### config.mk
export PLATFORM = sky130hd
export DESIGN_NAME = control_display_multiplexado
export DESIGN_NICKNAME = d
export VERILOG_FILES = /design/src/rtl/control_display_multiplexado.sv
export SDC_FILE = /design/constraint.sdc
export NUM_CORES = 1
export LEC_CHECK = 0
export CORE_MARGIN = 3
export CORE_UTILIZATION = 25
export CTS_CLUSTER_SIZE = 14
export DETAILED_ROUTE_END_ITERATION = 8
export GPL_ROUTABILITY_DRIVEN = 0
export REMOVE_ABC_BUFFERS = 1
export SYNTH_ARGS = -nofsm -noshare
export SYNTH_HDL_FRONTEND = slang
export SYNTH_SLANG_ARGS = --single-unit
### constraint.sdc
create_clock -name clk -period 2.6 [get_ports clk]
set_input_delay 0.39 -clock clk [delete_from_list [all_inputs] [get_ports clk]]
set_output_delay 0.39 -clock clk [all_outputs]
set_load 0.01 [all_outputs]
### src/rtl/control_display_multiplexado.sv
`default_nettype none
// ============================================================================
// Module   : control_display_multiplexado
// Brief    : Multiplexed 7-segment scanner (common anode, up to 8 digits) with
//            frame snapshot, leading-zero blanking, PWM brightness and enable.
// Revision : 1.0 - initial release
// ============================================================================
module control_display_multiplexado #(
    parameter int NUM_DIGITOS  = 2,
    parameter int DIV_REFRESCO = 10000
) (
    input  logic                     clk,
    input  logic                     rst_n,
    input  logic                     habilitar,
    input  logic [4*NUM_DIGITOS-1:0] datos,
    input  logic [NUM_DIGITOS-1:0]   puntos,
    input  logic                     suprimir_ceros,
    input  logic [3:0]               brillo,
    output logic [7:0]               anodo,
    output logic [6:0]               segmentos,
    output logic                     punto,
    output logic [2:0]               digito_activo,
    output logic                     fin_barrido
);

    localparam int                 c_pre_w      = (DIV_REFRESCO > 1) ? $clog2(DIV_REFRESCO) : 1;
    localparam logic [c_pre_w-1:0] c_pre_max    = c_pre_w'(DIV_REFRESCO - 1);
    localparam logic [c_pre_w-1:0] c_pre_uno    = c_pre_w'(1);
    localparam logic [2:0]         c_ult_digito = 3'(NUM_DIGITOS - 1);

    logic [c_pre_w-1:0]       r_presc;
    logic [3:0]               r_pwm;
    logic [4*NUM_DIGITOS-1:0] r_snap_datos;
    logic [NUM_DIGITOS-1:0]   r_snap_puntos;
    logic                     r_snap_supr;

    logic                     w_tick;
    logic                     w_wrap;
    logic                     w_pwm_on;
    logic                     w_ceros_arriba;
    logic [NUM_DIGITOS-1:0]   w_blank;
    logic [3:0]               w_nibble;
    logic                     w_blank_act;
    logic                     w_punto_act;
    logic [7:0]               w_anodo;
    logic [6:0]               w_seg_hex;

    assign w_tick   = habilitar && (r_presc == c_pre_max);
    assign w_wrap   = w_tick && (digito_activo == c_ult_digito);
    assign w_pwm_on = (r_pwm <= brillo);

    // Walk down from the most significant digit; digit 0 is never blanked.
    always_comb begin
        w_blank        = '0;
        w_ceros_arriba = r_snap_supr;
        for (int i = NUM_DIGITOS - 1; i >= 1; i--) begin
            w_ceros_arriba = w_ceros_arriba && (r_snap_datos[4*i +: 4] == 4'h0);
            w_blank[i]     = w_ceros_arriba;
        end
    end

    always_comb begin
        w_nibble    = 4'h0;
        w_blank_act = 1'b0;
        w_punto_act = 1'b0;
        w_anodo     = 8'hFF;
        for (int i = 0; i < NUM_DIGITOS; i++) begin
            if (digito_activo == 3'(i)) begin
                w_nibble    = r_snap_datos[4*i +: 4];
                w_blank_act = w_blank[i];
                w_punto_act = r_snap_puntos[i];
                w_anodo[i]  = ~w_pwm_on;
            end
        end
    end

    // Active-low {g,f,e,d,c,b,a}
    always_comb begin
        w_seg_hex = 7'h7F;
        case (w_nibble)
            4'h0: w_seg_hex = 7'b1000000;
            4'h1: w_seg_hex = 7'b1111001;
            4'h2: w_seg_hex = 7'b0100100;
            4'h3: w_seg_hex = 7'b0110000;
            4'h4: w_seg_hex = 7'b0011001;
            4'h5: w_seg_hex = 7'b0010010;
            4'h6: w_seg_hex = 7'b0000010;
            4'h7: w_seg_hex = 7'b1111000;
            4'h8: w_seg_hex = 7'b0000000;
            4'h9: w_seg_hex = 7'b0010000;
            4'hA: w_seg_hex = 7'b0001000;
            4'hB: w_seg_hex = 7'b0000011;
            4'hC: w_seg_hex = 7'b1000110;
            4'hD: w_seg_hex = 7'b0100001;
            4'hE: w_seg_hex = 7'b0000110;
            4'hF: w_seg_hex = 7'b0001110;
            default: w_seg_hex = 7'h7F;
        endcase
    end

    always_ff @(posedge clk or negedge rst_n) begin
        if (!rst_n) begin
            r_presc       <= '0;
            r_pwm         <= 4'd0;
            r_snap_datos  <= '0;
            r_snap_puntos <= '0;
            r_snap_supr   <= 1'b0;
            digito_activo <= 3'd0;
            fin_barrido   <= 1'b0;
            anodo         <= 8'hFF;
            segmentos     <= 7'h7F;
            punto         <= 1'b1;
        end else begin
            r_pwm       <= r_pwm + 4'd1;
            fin_barrido <= w_wrap;

            if (habilitar) begin
                r_presc   <= (r_presc == c_pre_max) ? '0 : r_presc + c_pre_uno;
                anodo     <= w_anodo;
                segmentos <= w_blank_act ? 7'h7F : w_seg_hex;
                punto     <= ~w_punto_act;
            end else begin
                anodo     <= 8'hFF;
                segmentos <= 7'h7F;
                punto     <= 1'b1;
            end

            if (w_tick) begin
                digito_activo <= (digito_activo == c_ult_digito) ? 3'd0 : digito_activo + 3'd1;
            end

            // Capture on the edge that starts a new frame so a frame never mixes data.
            if (w_wrap) begin
                r_snap_datos  <= datos;
                r_snap_puntos <= puntos;
                r_snap_supr   <= suprimir_ceros;
            end
        end
    end

endmodule
`default_nettype wire

==> qor.yml <==
pwr-share-clk: 0.316
power_frac_seq: 0.547
rr_endpoint: "segmentos[3]"
critPathLaunchType: "register"
internal_power_uw: 1080
cts_tree: "done"
drive_above_1_share: 0.176
cts_sinks: 43
critPathBufInv: 1
synthSimpleGateAreaFrac: 0.143
grt_pass1_wl_um: 7450
cts-htree-levels: 2
peakVddDrop_mv: 0.233
pwr_density_cell_nw_per_um2: 536
ff2ff_path_depth: 6
p_sw_uw: 384
clock.fmax_mhz: 487
syn_area_um2: 2240
maxCapViolations: 0
firstDrtPassIters: 4
slew_violations: 0
endpoint_kind: "register"
dpl-instance-area_um2: 2630
holdBufCountCts: 0
p_leak_uw: 0.00122
finish.instance_area_um2: 2730
finClkSkew_ns: 0.00940
antennaDiodeCount: 0
synth_top_family_by_area: "simple AND/OR/NAND/NOR gates"
die_w_um: 101
rsz0062_at_grt: "no"
r2r_start: "digito_activo[2]"
rows: 33
area_delta_synth_final_pct: 21.9
antenna_found_initial: 0
dieArea_um2: 10100
final_nets: 256
cpPeakStageDelay_ns: 0.42
cp_data_required_time_ns: 2.81
synth_ff_type: "dfrtp_1"
initial_core_util: 0.264
avgSynthCellArea_um2: 11.7
cts_setup_buffers: 0
path_clk_slew_ns: 0.08
power_switching_share: 0.263
cts_resized: 0
synth.area.top_cells: "dfrtp_1 (37%), dfstp_2 (12%), ha_1 (6.7%), mux2_4 (6.7%), xnor2_1 (4.7%)"
crit_slowest_cell: "dfrtp_1"
cts_made_buffers: 5
ioPinCount: 38
synth-compound-area-share: 0.0587
dp.cells: 324
muxShareOfSynthArea: 0.127
drt_iter0_drc: 30
synth_top_cell_by_area: "dfrtp_1"
setup_tns_ns: 0
critPathMaxFanout: 7
yosys_register_bits: 43
synth_edf_count: 0
ys_types: 39
route.met2.wl_um: 2130
routed.top_layer: "met4"
cp_cell_sequence: "or2_0 -> nor2_1 -> inv_1 -> ha_1 -> o211a_1 -> o21ai_0"
crit_family: "simple AND/OR/NAND/NOR gates"
max_slew_margin: 0.354
worstSetupPathType: "reg2reg"
min_path_type: "in2async"
path_depth: 6
die_h_um: 101
yosys_warnings: 0
vias: 1492
fin_crit_ns: 2.05
wl_met3_um: 178
run_status: "complete, no violations"
n_fill_cell: 846
wire_per_inst_um: 13.2
clk_latency_ns: 0.29
grt_usage: 0.0929
clk_path_buf_depth: 2
first_global_vias: 1475
synth_cells: 192
wl_met1_um: 2040
hold_viol_final: 0
io_buffers: 31
viasPerCell: 4.49
rrSetupSlack_ns: 0.55
synthXorXnorAreaFrac: 0.0626
final_cell_count_no_fill: 332
worst_pin_slew_ns: 0.969
coreArea_um2: 8460
finalCritPeriodShare: 0.789
setup_violations: 0
synth_top_area_share: 0.369
ant_nets: 0
ys_async_sr_fraction: 1.00
power_frac_comb: 0.137
ys_seq_area_frac: 0.486
cts_root_buf: "clkbuf_8"
drc: 0
hpwlAfterDp_um: 3240
crit_arrival_ns: 2.26
wirelength_um: 4370
grt_max_degree: 44
synthAdderAreaFrac: 0.0671
grt_overflow: 0
Yosys cell counts (2+ instances only):
master	number
dfrtp_1	33
nor2_1	14
ha_1	12
xnor2_1	12
dfstp_2	10
mux2_4	10
mux2i_1	9
inv_1	8
nand2_1	8
nand3_1	8
buf_4	7
nand4_1	7
o21ai_0	5
a21oi_1	4
mux2_2	4
xor2_1	4
nor3_1	3
nor4_1	3
o221ai_1	3
and2_1	2
and4_4	2
buf_2	2
buf_6	2
nand2b_1	2
nor2b_1	2
o211ai_1	2
or3_1	2
worst max path at each step:
stage                           startpoint          endpoint
after floorplan           digito_activo[2]      segmentos[3]
after global placement           habilitar   r_snap_datos[4]
after detailed placement         habilitar  r_snap_puntos[1]
after CTS                 digito_activo[2]      segmentos[3]
after global routing      digito_activo[2]      segmentos[3]
final                     digito_activo[2]      segmentos[3]
stage by stage:
step           utilization  worst slack, ns  hold WS, ns  total power (uW)
2_1_floorplan            -            0.695       0.0944               924
6_report             0.322            0.548        0.252              1460
3_3_place_gp         0.310            0.358        0.462              1010
3_5_place_dp         0.310            0.334        0.477              1010
5_1_grt              0.322            0.256        0.328              1550
4_1_cts              0.322            0.527        0.292              1480
power groups by stage:
stage | Clock, uW | Combinational (uW) | Sequential, uW
after floorplan | 0 | 125 | 799
after global placement | 0 | 196 | 811
after detailed placement | 0 | 202 | 812
after CTS | 477 | 204 | 799
after global routing | 513 | 228 | 814
final | 463 | 200 | 800
flip-flops by register name, indices dropped and copies added, names as in the netlist:
signal and cells:
segmentos 7, r_presc 14, fin_barrido 1, r_snap_datos 8, r_snap_supr 1, r_pwm 4, digito_activo 3, punto 1
anodo 2, r_snap_puntos 2
per-layer routing:
layer	vias up	GRT usage
met5	-	0
li1	734	-
met4	0	0.0218
met1	727	0.122
met2	27	0.152
met3	4	0.0256
cell usage in the layout, fill, tap and decap left out, types with 3 or more instances in the layout:
cell type,synthesis,layout
xnor2_1,12,12
o221ai_1,3,3
dfstp_2,10,10
mux2i_1,9,9
clkdlybuf4s50_1,0,30
xor2_1,4,4
conb_1,1,6
mux2_2,4,4
nor3_1,3,3
nand4_1,7,7
mux2_4,10,10
a21oi_1,4,4
clkbuf_8,0,7
nand2_1,8,8
o21ai_0,5,5
inv_1,8,8
nand3_1,8,8
ha_1,12,12
nor2_1,14,14
dfrtp_1,33,33
buf_4,7,3
nor4_1,3,3
kinds of logic (layout without fill, tap and decap cells):
| family | count (synthesis) | in the layout |
|---|---|---|
| adder cells (fa/ha/maj) | 12 | 12 |
| buffers and inverters | 20 | 50 |
| XOR/XNOR | 16 | 16 |
| other | 1 | 6 |
| AO/OA/AOI/OAI | 19 | 19 |
| multiplexers | 23 | 23 |
| flip-flops | 43 | 43 |
| AND/OR/NAND/NOR | 58 | 58 |
layout make-up:
cell class,count,area (um2),area share
clock buffer,8,100,0.0367
tap,105,131,0.0482
sequential,43,1090,0.399
timing repair buffer,34,328,0.120
inverter,8,30.0,0.0110
multi-input combinational,134,1050,0.385
(Power assumes the default switching activity.)
